**src/rtl/lebug_pkg.sv**
```systemverilog
// Shared definitions for the vector scalar-reduction stage.
// Holds the op encodings and a small width helper.
package lebug_pkg;

    typedef enum logic [1:0] {
        OP_PASS = 2'd0,
        OP_SUM  = 2'd1,
        OP_MAX  = 2'd2,
        OP_RSVD = 2'd3
    } op_e;

    function automatic int chain_w(input int n);
        return (n > 1) ? $clog2(n) : 1;
    endfunction

endpackage

```
**src/rtl/reduce_tree.sv**
```systemverilog
// Combinational N-lane wrapping-sum and signed-max reduction.
// Heap-shaped tree: leaves at N..2N-1, root at node 1.
module reduce_tree #(
    parameter int N          = 8,
    parameter int DATA_WIDTH = 32
) (
    input  logic [N*DATA_WIDTH-1:0] vec_i,
    output logic [DATA_WIDTH-1:0]   sum_o,
    output logic [DATA_WIDTH-1:0]   max_o
);

    logic [DATA_WIDTH-1:0] sum_n [1:2*N-1];
    logic [DATA_WIDTH-1:0] max_n [1:2*N-1];

    for (genvar i = 0; i < N; i++) begin : g_leaf
        assign sum_n[N+i] = vec_i[i*DATA_WIDTH +: DATA_WIDTH];
        assign max_n[N+i] = vec_i[i*DATA_WIDTH +: DATA_WIDTH];
    end

    for (genvar i = 1; i < N; i++) begin : g_node
        assign sum_n[i] = sum_n[2*i] + sum_n[2*i+1];
        assign max_n[i] =
            ($signed(max_n[2*i]) > $signed(max_n[2*i+1]))
            ? max_n[2*i] : max_n[2*i+1];
    end

    assign sum_o = sum_n[1];
    assign max_o = max_n[1];

endmodule

```
**src/rtl/vector_scalar_reduce.sv**
```systemverilog
// Three-stage vector-to-scalar reduction with per-chain firmware
// (op, accumulate flag) and per-chain frame accumulators.
module vector_scalar_reduce
    import lebug_pkg::*;
#(
    parameter int N                  = 8,
    parameter int DATA_WIDTH         = 32,
    parameter int MAX_CHAINS         = 4,
    parameter int PERSONAL_CONFIG_ID = 0,
    parameter logic [1:0] INITIAL_FIRMWARE_OP [0:MAX_CHAINS-1] =
        '{default: 2'd0},
    parameter logic INITIAL_FIRMWARE_ACC [0:MAX_CHAINS-1] =
        '{default: 1'b0},
    localparam int CW = chain_w(MAX_CHAINS)
) (
    input  logic                    clk,
    input  logic                    reset,
    input  logic                    tracing,
    input  logic                    valid_in,
    input  logic                    eof_in,
    input  logic [CW-1:0]           chainId_in,
    input  logic [7:0]              configId,
    input  logic [7:0]              configData,
    input  logic [N*DATA_WIDTH-1:0] vector_in,
    output logic [N*DATA_WIDTH-1:0] vector_out,
    output logic [CW-1:0]           chainId_out,
    output logic                    valid_out,
    output logic                    eof_out
);

    localparam int VW = N * DATA_WIDTH;
    localparam int PW = $clog2(2 * MAX_CHAINS);
    localparam logic [DATA_WIDTH-1:0] MIN_NEG =
        {1'b1, {(DATA_WIDTH-1){1'b0}}};

    op_e                   fw_op_q  [MAX_CHAINS];
    logic                  fw_acc_q [MAX_CHAINS];
    logic [PW-1:0]         ptr_q;

    logic                  s1_valid_q, s1_acc_q, s1_eof_q;
    op_e                   s1_op_q;
    logic [CW-1:0]         s1_chain_q;
    logic [VW-1:0]         s1_vec_q;

    logic                  s2_valid_q, s2_acc_q, s2_eof_q;
    op_e                   s2_op_q;
    logic [CW-1:0]         s2_chain_q;
    logic [VW-1:0]         s2_vec_q, s2_vec_d;
    logic [DATA_WIDTH-1:0] s2_red_q, s2_red_d;

    logic [DATA_WIDTH-1:0] sum_acc_q [MAX_CHAINS];
    logic [DATA_WIDTH-1:0] max_acc_q [MAX_CHAINS];

    logic [DATA_WIDTH-1:0] tree_sum, tree_max;
    logic [DATA_WIDTH-1:0] cur_sum, cur_max, acc_val;
    logic                  acc_path, take;

    assign take = tracing && valid_in;

    // Firmware and config pointer; a consumed vector sees the old value.
    always_ff @(posedge clk) begin
        if (reset) begin
            ptr_q <= '0;
            for (int i = 0; i < MAX_CHAINS; i++) begin
                fw_op_q[i]  <= op_e'(INITIAL_FIRMWARE_OP[i]);
                fw_acc_q[i] <= INITIAL_FIRMWARE_ACC[i];
            end
        end else if (configId == 8'(PERSONAL_CONFIG_ID)) begin
            for (int i = 0; i < MAX_CHAINS; i++) begin
                if (ptr_q == PW'(i))
                    fw_op_q[i] <= op_e'(configData[1:0]);
                if (ptr_q == PW'(MAX_CHAINS + i))
                    fw_acc_q[i] <= configData[0];
            end
            ptr_q <= (ptr_q == PW'(2*MAX_CHAINS-1))
                     ? '0 : ptr_q + 1'b1;
        end
    end

    always_ff @(posedge clk) begin
        if (reset) s1_valid_q <= 1'b0;
        else       s1_valid_q <= take;
        if (take) begin
            s1_op_q    <= fw_op_q[chainId_in];
            s1_acc_q   <= fw_acc_q[chainId_in];
            s1_eof_q   <= eof_in;
            s1_chain_q <= chainId_in;
            s1_vec_q   <= vector_in;
        end
    end

    reduce_tree #(
        .N          (N),
        .DATA_WIDTH (DATA_WIDTH)
    ) u_tree (
        .vec_i (s1_vec_q),
        .sum_o (tree_sum),
        .max_o (tree_max)
    );

    always_comb begin
        s2_red_d = (s1_op_q == OP_MAX) ? tree_max : tree_sum;
        s2_vec_d = s1_vec_q;
        if (s1_op_q == OP_SUM || s1_op_q == OP_MAX)
            s2_vec_d = VW'(s2_red_d);
    end

    always_ff @(posedge clk) begin
        if (reset) s2_valid_q <= 1'b0;
        else       s2_valid_q <= s1_valid_q;
        s2_op_q    <= s1_op_q;
        s2_acc_q   <= s1_acc_q;
        s2_eof_q   <= s1_eof_q;
        s2_chain_q <= s1_chain_q;
        s2_vec_q   <= s2_vec_d;
        s2_red_q   <= s2_red_d;
    end

    always_comb begin
        acc_path = s2_acc_q &&
                   (s2_op_q == OP_SUM || s2_op_q == OP_MAX);
        cur_sum  = sum_acc_q[s2_chain_q] + s2_red_q;
        cur_max  = ($signed(s2_red_q) >
                    $signed(max_acc_q[s2_chain_q]))
                   ? s2_red_q : max_acc_q[s2_chain_q];
        acc_val  = (s2_op_q == OP_SUM) ? cur_sum : cur_max;
    end

    // Each vector combines with the op it carried, so both
    // identities are kept per chain.
    always_ff @(posedge clk) begin
        if (reset) begin
            valid_out   <= 1'b0;
            eof_out     <= 1'b0;
            vector_out  <= '0;
            chainId_out <= '0;
            for (int i = 0; i < MAX_CHAINS; i++) begin
                sum_acc_q[i] <= '0;
                max_acc_q[i] <= MIN_NEG;
            end
        end else begin
            valid_out <= 1'b0;
            eof_out   <= 1'b0;
            if (s2_valid_q) begin
                if (!acc_path) begin
                    valid_out   <= 1'b1;
                    eof_out     <= s2_eof_q;
                    vector_out  <= s2_vec_q;
                    chainId_out <= s2_chain_q;
                end else if (s2_eof_q) begin
                    valid_out   <= 1'b1;
                    eof_out     <= 1'b1;
                    vector_out  <= VW'(acc_val);
                    chainId_out <= s2_chain_q;
                    sum_acc_q[s2_chain_q] <= '0;
                    max_acc_q[s2_chain_q] <= MIN_NEG;
                end else if (s2_op_q == OP_SUM) begin
                    sum_acc_q[s2_chain_q] <= cur_sum;
                end else begin
                    max_acc_q[s2_chain_q] <= cur_max;
                end
            end
        end
    end

endmodule

```
**config.mk**
```make
export PLATFORM = sky130hd
export DESIGN_NAME = vector_scalar_reduce
export DESIGN_NICKNAME = d
export VERILOG_FILES = /design/src/rtl/lebug_pkg.sv /design/src/rtl/reduce_tree.sv /design/src/rtl/vector_scalar_reduce.sv
export SDC_FILE = /design/constraint.sdc
export NUM_CORES = 2
export LEC_CHECK = 0
export CAP_MARGIN = 20
export CORE_MARGIN = 4
export CORE_UTILIZATION = 40
export CTS_CLUSTER_SIZE = 30
export DETAILED_ROUTE_END_ITERATION = 8
export REMOVE_ABC_BUFFERS = 1
export SLEW_MARGIN = 20
export SYNTH_ARGS = -nofsm -noshare
export SYNTH_HDL_FRONTEND = slang
export SYNTH_SLANG_ARGS = --single-unit
```
**constraint.sdc**
```tcl
create_clock -name clk -period 10.4 [get_ports clk]
set_input_delay 1.04 -clock clk [delete_from_list [all_inputs] [get_ports clk]]
set_output_delay 1.04 -clock clk [all_outputs]
set_load 0.05 [all_outputs]
```
Yosys cells after proc, flatten, opt, wreduce, memory -nomap -nowiden
Memories as Yosys holds them, arrays and structs flattened. A register that Yosys moved wholly into a read port is not among the register bits. Cells that the tools add are included.

Register bits after elaboration: 818. Memory bits (writable): 268. Input bits: 279. Word-level logic and storage cells: 156. Memories: 4.

Add/sub/neg operators: 9. $lt $le $gt $ge: 8. Equality and inequality tests: 12. Multiplexer cells: 85. Bitwise logic cells: 11. Reduce and logical (&&, ||, !) cells: 10.

Memory list: max_acc_q (words 4, bits a word 32, rd ports 1, clocked after memory_dff 1, write ports 4, line vector_scalar_reduce.sv:52) `logic [DATA_WIDTH-1:0] max_acc_q [MAX_CHAINS];`; sum_acc_q (words 4, bits a word 32, rd ports 1, clocked after memory_dff 1, write ports 4, line vector_scalar_reduce.sv:51) `logic [DATA_WIDTH-1:0] sum_acc_q [MAX_CHAINS];`; fw_op_q (words 4, bits a word 2, rd ports 1, clocked after memory_dff 1, write ports 4, line vector_scalar_reduce.sv:36) `op_e fw_op_q [MAX_CHAINS];`; fw_acc_q (words 4, bits a word 1, rd ports 1, clocked after memory_dff 1, write ports 4, line vector_scalar_reduce.sv:37) `logic fw_acc_q [MAX_CHAINS];`.

Operators with widths (count): 256-bit two-way mux (2); 32-bit two-way mux (15); 32-bit adder (8); 32-bit greater-than comparator (8); 32-bit OR reduction (2); 1-bit two-way mux (59); 2-bit two-way mux (8); 3-bit equality test (second input constant) (4); 1-bit OR (10); 8-bit zero test (1); 3-bit by 2-bit equality test with 1-bit output (second input constant) (2); 2-bit by 1-bit equality test with 1-bit output (second input constant) (2); 2-bit equality test (second input constant) (2); 3-bit by 1-bit adder with 3-bit output (second input constant) (1); 3-bit by 1-bit equality test with 1-bit output (second input constant) (1); 3-bit zero test (1); 3-bit two-way mux (1); 1-bit logical AND (2); 1-bit logical OR (2); 2-bit inequality test (second input constant) (1); 2-bit AND reduction (1); 2-bit OR reduction (1); 1-bit inverter (1).

Logic depth before layout (Yosys ltp)
Word-level depth: 10. Mapped depth: 42.

Modules after synthesis
From an unflattened synthesis, not the netlist that was laid out.

Cells, all modules: 4701. Area, all modules: 53392.5 sq um.

Modules (own cells, without submodules): vector_scalar_reduce (instances 1, cells an instance 3020, area each 39367.8 sq um, seq. area each 27106.0 sq um); reduce_tree (instances 1, cells an instance 1681, area each 14024.7 sq um, seq. area each 0.0 sq um).

Worst setup path after synthesis
OpenSTA, ideal clock, no wires.

Path kind: flip-flop to flip-flop. From: reg s1_vec_q[142]. To: reg s2_vec_q[27]. Arrival time: 8.081 ns. Data required time: 10.342 ns. Path slack: 2.261 ns. Cell stages (with the launch flop): 36. Path buffers: 4. Period minus slack after synthesis: 8.139 ns. Cell sequence: edfxtp_1 ha_1 a21o_1 a21o_1 a211oi_1 or2_2 a31oi_1 nor2_1 clkbuf_1 clkbuf_1 mux2i_1 inv_1 ha_1 a2111oi_0 o21ai_0 a211oi_1 nand2_1 xnor2_1 a21oi_1 a221oi_4 nand2_2 buf_4 mux2_2 ha_1 a21o_1 a21o_1 a21o_1 a21o_1 a21o_1 a21oi_1 and4_1 or2_2 buf_1 nand2_1 o221ai_1 mux2_2.

Word-level cells in the longest chain between the ends: 8. Elaborated cells on any way between the ends: 11.

RTL lines: start, declared (line vector_scalar_reduce.sv:43) `logic [VW-1:0] s1_vec_q;`; start signal, assigned (line vector_scalar_reduce.sv:88) `s1_vec_q <= vector_in;`; 32-bit greater-than comparator (line reduce_tree.sv:23) `($signed(max_n[2*i]) > $signed(max_n[2*i+1]))`; 32-bit two-way mux (line reduce_tree.sv:24) `? max_n[2*i] : max_n[2*i+1];`; 32-bit greater-than comparator (line reduce_tree.sv:23); 32-bit two-way mux (line reduce_tree.sv:24); 32-bit greater-than comparator (line reduce_tree.sv:23); 32-bit two-way mux (line reduce_tree.sv:24); 32-bit two-way mux (*) (line vector_scalar_reduce.sv:102) `s2_red_d = (s1_op_q == OP_MAX) ? tree_max : tree_sum;`; net s2_red_d[27] (line vector_scalar_reduce.sv:49) `logic [DATA_WIDTH-1:0] s2_red_q, s2_red_d;`; 32-bit two-way mux (*) (line vector_scalar_reduce.sv:104) `if (s1_op_q == OP_SUM || s1_op_q == OP_MAX)`; net s2_vec_d[27] (line vector_scalar_reduce.sv:48) `logic [VW-1:0] s2_vec_q, s2_vec_d;`; end signal, assigned (line vector_scalar_reduce.sv:115) `s2_vec_q <= s2_vec_d;`; end, declared (line vector_scalar_reduce.sv:48).

Mark *: on every way through the listed nets, which the timed path passes. The rest lies on a longest branch. A chain may end at the register's enable or synchronous reset.

Worst setup path after layout
From: reg s1_vec_q[169]. To: reg s2_vec_q[5].

Word-level cells in the longest chain between the ends: 8.

RTL lines (line): 32-bit greater-than comparator (reduce_tree.sv:23); 32-bit two-way mux (*) (reduce_tree.sv:24); 32-bit greater-than comparator (reduce_tree.sv:23); 32-bit two-way mux (*) (reduce_tree.sv:24); 32-bit greater-than comparator (reduce_tree.sv:23); 32-bit two-way mux (*) (reduce_tree.sv:24); 32-bit two-way mux (*) (vector_scalar_reduce.sv:102); net s2_red_d[5] (vector_scalar_reduce.sv:49); 32-bit two-way mux (*) (vector_scalar_reduce.sv:104); net s2_vec_d[5] (vector_scalar_reduce.sv:48).

Marks and branches as above.

==> impl_metrics.tcl <==
set metrics [dict create \
    hp-class "reg -> reg" \
    placed_area_sq_um 60600 \
    area_growth_pct 21.7 \
    setup_viol 0 \
    synth_fa_ha_area_share_pct 14.6 \
    synthXorXnorAreaFrac_pct 1.16 \
    power.total_uw 16600 \
    synth_top_family_by_area "adder cells" \
    clockBufferDepth 3 \
    gr-total-overflow 0 \
    core_sq_um 132000 \
    criticalPathCategory "reg -> reg" \
    ys.flop_type "dfxtp_1" \
    cp_slowest_stage_delay_ns 0.71 \
    place_ws_ns 0.0834 \
    gr-usage-all-layers_pct 25.0 \
    htree_num_levels 3 \
    gp_congestion 0.908 \
    cpMaxStageDelayCell "nor3b_1" \
    layout-drive-gt1-share_pct 8.74 \
    grt_pass1_wl_mm 255 \
    synth-edff-count 530 \
    wl_per_cell_um 24.7 \
    dr_total_vias 38200 \
    tightest_slew_ns 1.16 \
    cts_buffers 112 \
    clkPwrFrac_pct 25.4 \
    ys_async_sr_fraction_pct 0 \
    synth_seq_area_share_pct 51.1 \
    arrival_ns 10.49 \
    cts-root-buf "clkbuf_16" \
    postCtsHoldBufs 0 \
    cts_sinks 1089 \
    finalCriticalPeriod_ns 9.88 \
    synth.most_common_cell "nor2_1" \
    worst_slack_ns 0.517 \
    hold_depth 0 \
    critPathRequiredTime_ns 11.01 \
    syn_avg_cell_area_sq_um 11.2 \
    p_seq_share_pct 31.5 \
    worst_clock_skew_ns 0.0470 \
    initial_core_util_pct 40.3 \
    ys_ff_latch 1089 \
    synth_warnings 0 \
    grt_antenna_before_repair 38 \
    ant_nets 0 \
    cts_setup_buffers 0 \
    switchingPower_uw 6390 \
    synth_simple_gate_area_share_pct 10.5 \
    die_y_um 372 \
    critPathMaxFanout 16 \
    grt_pass1_vias 37700 \
    fin_util_pct 49.0 \
    worstReg2RegStart "s1_vec_q[169]" \
    yosys.area.top_type "edfxtp_1" \
    drt-initial-drc-count 3374 \
    syn_inst 4719 \
    period_share_pct 95.0 \
    syn_area_sq_um 53000 \
    synth-compound-area-share_pct 10.1 \
    drt_first_pass_iters 6 \
    timing.fmax_mhz 101 \
    holdPathEnd "s2_chain_q[0]" \
    final_area_sq_um 64500 \
    avgViaCountPerCell 5.36 \
    ys_types 80 \
    r2r_end "s2_vec_q[5]" \
    r2r_slack_ns 0.52 \
    slew_headroom_pct 22.6 \
    drv_cap 0 \
    grt_max_degree 165 \
    status "complete, no violations" \
    endpoint_kind "register" \
    hp-start "s1_chain_q[0]" \
    synth.top_cell.area_share_pct 30.0 \
    r2r_cells 34 \
    power_density_nw_per_um2 257 \
    die_w_um 372 \
    synth_common_cells "nor2_1 (702), dfxtp_1 (559), edfxtp_1 (530)" \
    cts_tree "built" \
    cellLeakagePower_uw 0.0265 \
    num_rows 133 \
    p_int_uw 10200 \
    fillers 11800 \
    drc 0 \
    rsz0062_at_grt "no" \
    hpwlAfterDp_mm 131 \
    final_hold_viol_count 0 \
    die_area_sq_um 138000 \
    layout.nets 6033 \
    clock_latency_ns 0.76 \
    cp-start-kind "register" \
    portBuffers 532 \
    postRouteWirelength_mm 176 \
    clk_pin_slew_ns 0.06 \
    sw_frac_of_total_pct 38.5 \
    max-vdd-ir-drop_uv 192 \
    ios 539 \
    synthMuxAreaShare_pct 7.22 \
    p_comb_share_pct 43.2 \
    synthTopCellsByArea "edfxtp_1 (30%), dfxtp_1 (21%), ha_1 (7.7%)" \
    drv_slew 0 \
]
## per-stage QoR
| stage | hold slack, ns | setup TNS [ns] | std cells |
|---|---|---|---|
| floorplan | 0.323 | -27.95 | 4509 |
| global placement | 0.328 | 0 | 6885 |
| detailed placement | 0.329 | 0 | 6885 |
| CTS | 0.344 | 0 | 7097 |
| global route | 0.354 | 0 | 7109 |
| finish | 0.342 | 0 | 7122 |
## power by group through the flow
stage | registers, uW | logic, uW | clock network [uW]
after floorplan | 5190 | 4800 | 0
after global placement | 5300 | 6990 | 0
after detailed placement | 5300 | 7040 | 0
after CTS | 5210 | 7090 | 4280
after global routing | 5250 | 7830 | 4450
final | 5220 | 7170 | 4210
## worst max-delay path: cells and delay by family, from the launching register on
| kind | cells | cell delay [ns] |
|---|---|---|
| AND/OR/NAND/NOR | 10 | 3.20 |
| AO/OA/AOI/OAI | 10 | 2.91 |
| buffers and inverters | 7 | 1.08 |
| multiplexers | 3 | 1.03 |
| adder cells (fa/ha/maj) | 3 | 0.92 |
| flip-flops | 1 | 0.42 |
| XOR/XNOR | 1 | 0.15 |
## worst max-delay path by stage
stage | start | end | slack (ns)
2_1_floorplan | s2_op_q[1] | vector_out[27] | -0.37
3_3_place_gp | s1_vec_q[169] | s2_vec_q[5] | 0.20
3_5_place_dp | s1_vec_q[169] | s2_vec_q[5] | 0.08
4_1_cts | s1_vec_q[169] | s2_vec_q[5] | 0.04
5_1_grt | s1_vec_q[169] | s2_vec_q[5] | 0.12
6_report | s1_vec_q[169] | s2_vec_q[5] | 0.52
## cells by family (layout without fill, tap and decap cells)
logic type,after synthesis,count (layout)
multiplexers,294,294
AO/OA/AOI/OAI,781,781
AND/OR/NAND/NOR,1242,1243
flip-flops,1089,1089
adder cells (fa/ha/maj),510,510
other,0,24
buffers and inverters,733,1356
XOR/XNOR,70,70
## flip-flops by register name, summed over array words and instances (netlist names), 2 cells and up
signal / count
s1_vec_q: 256
s2_vec_q: 256
vector_out: 256
max_acc_q: 128
sum_acc_q: 128
s2_red_q: 32
fw_op_q: 8
fw_acc_q: 4
ptr_q: 3
chainId_out: 2
s1_chain_q: 2
s1_op_q: 2
s2_chain_q: 2
s2_op_q: 2
## placed cells by master (no fill, tap or decap), types with 28 or more instances in the layout
master             n
nor2_1           700
dfxtp_1          557
clkdlybuf4s50_1  531
edfxtp_1         530
inv_1            521
ha_1             323
a22oi_1          236
mux2i_1          190
fa_1             184
a21oi_1          179
nand2_1          136
clkbuf_16        119
a21o_1            86
buf_4             84
o21ai_0           80
and2_1            74
mux4_2            67
nand4_1           55
or2_2             47
xnor2_1           42
nand3_1           41
nor3_1            40
mux2_2            34
a211oi_1          30
clkbuf_1          29
nor4_1            28
xor2_1            28
## final cells by class
cell class | instances | area, sq um | share of cell area, %
repair buffers | 621 | 6060 | 9.39
clock buffers | 165 | 3290 | 5.10
flip-flops and latches | 1089 | 27100 | 42.0
multi-input cells | 2898 | 23300 | 36.0
inverters | 523 | 1970 | 3.05
diodes | 24 | 60.1 | 0.0931
clock inverters | 47 | 581 | 0.900
well taps | 1755 | 2200 | 3.40
## metal layers
layer	vias to the layer above	GRT usage, %	wire, um
met1	19100	33.9	75500
li1	17600	-	-
met3	244	5.39	12900
met5	-	0	142
met2	1227	40.3	82200
met4	22	7.34	4960
## what timing repair did
action | in CTS | in global routing
gates resized for setup | 0 | 1
endpoints found under the hold margin | 0 | 0
setup endpoints to repair | 0 | 17
(Power assumes the default switching activity.)
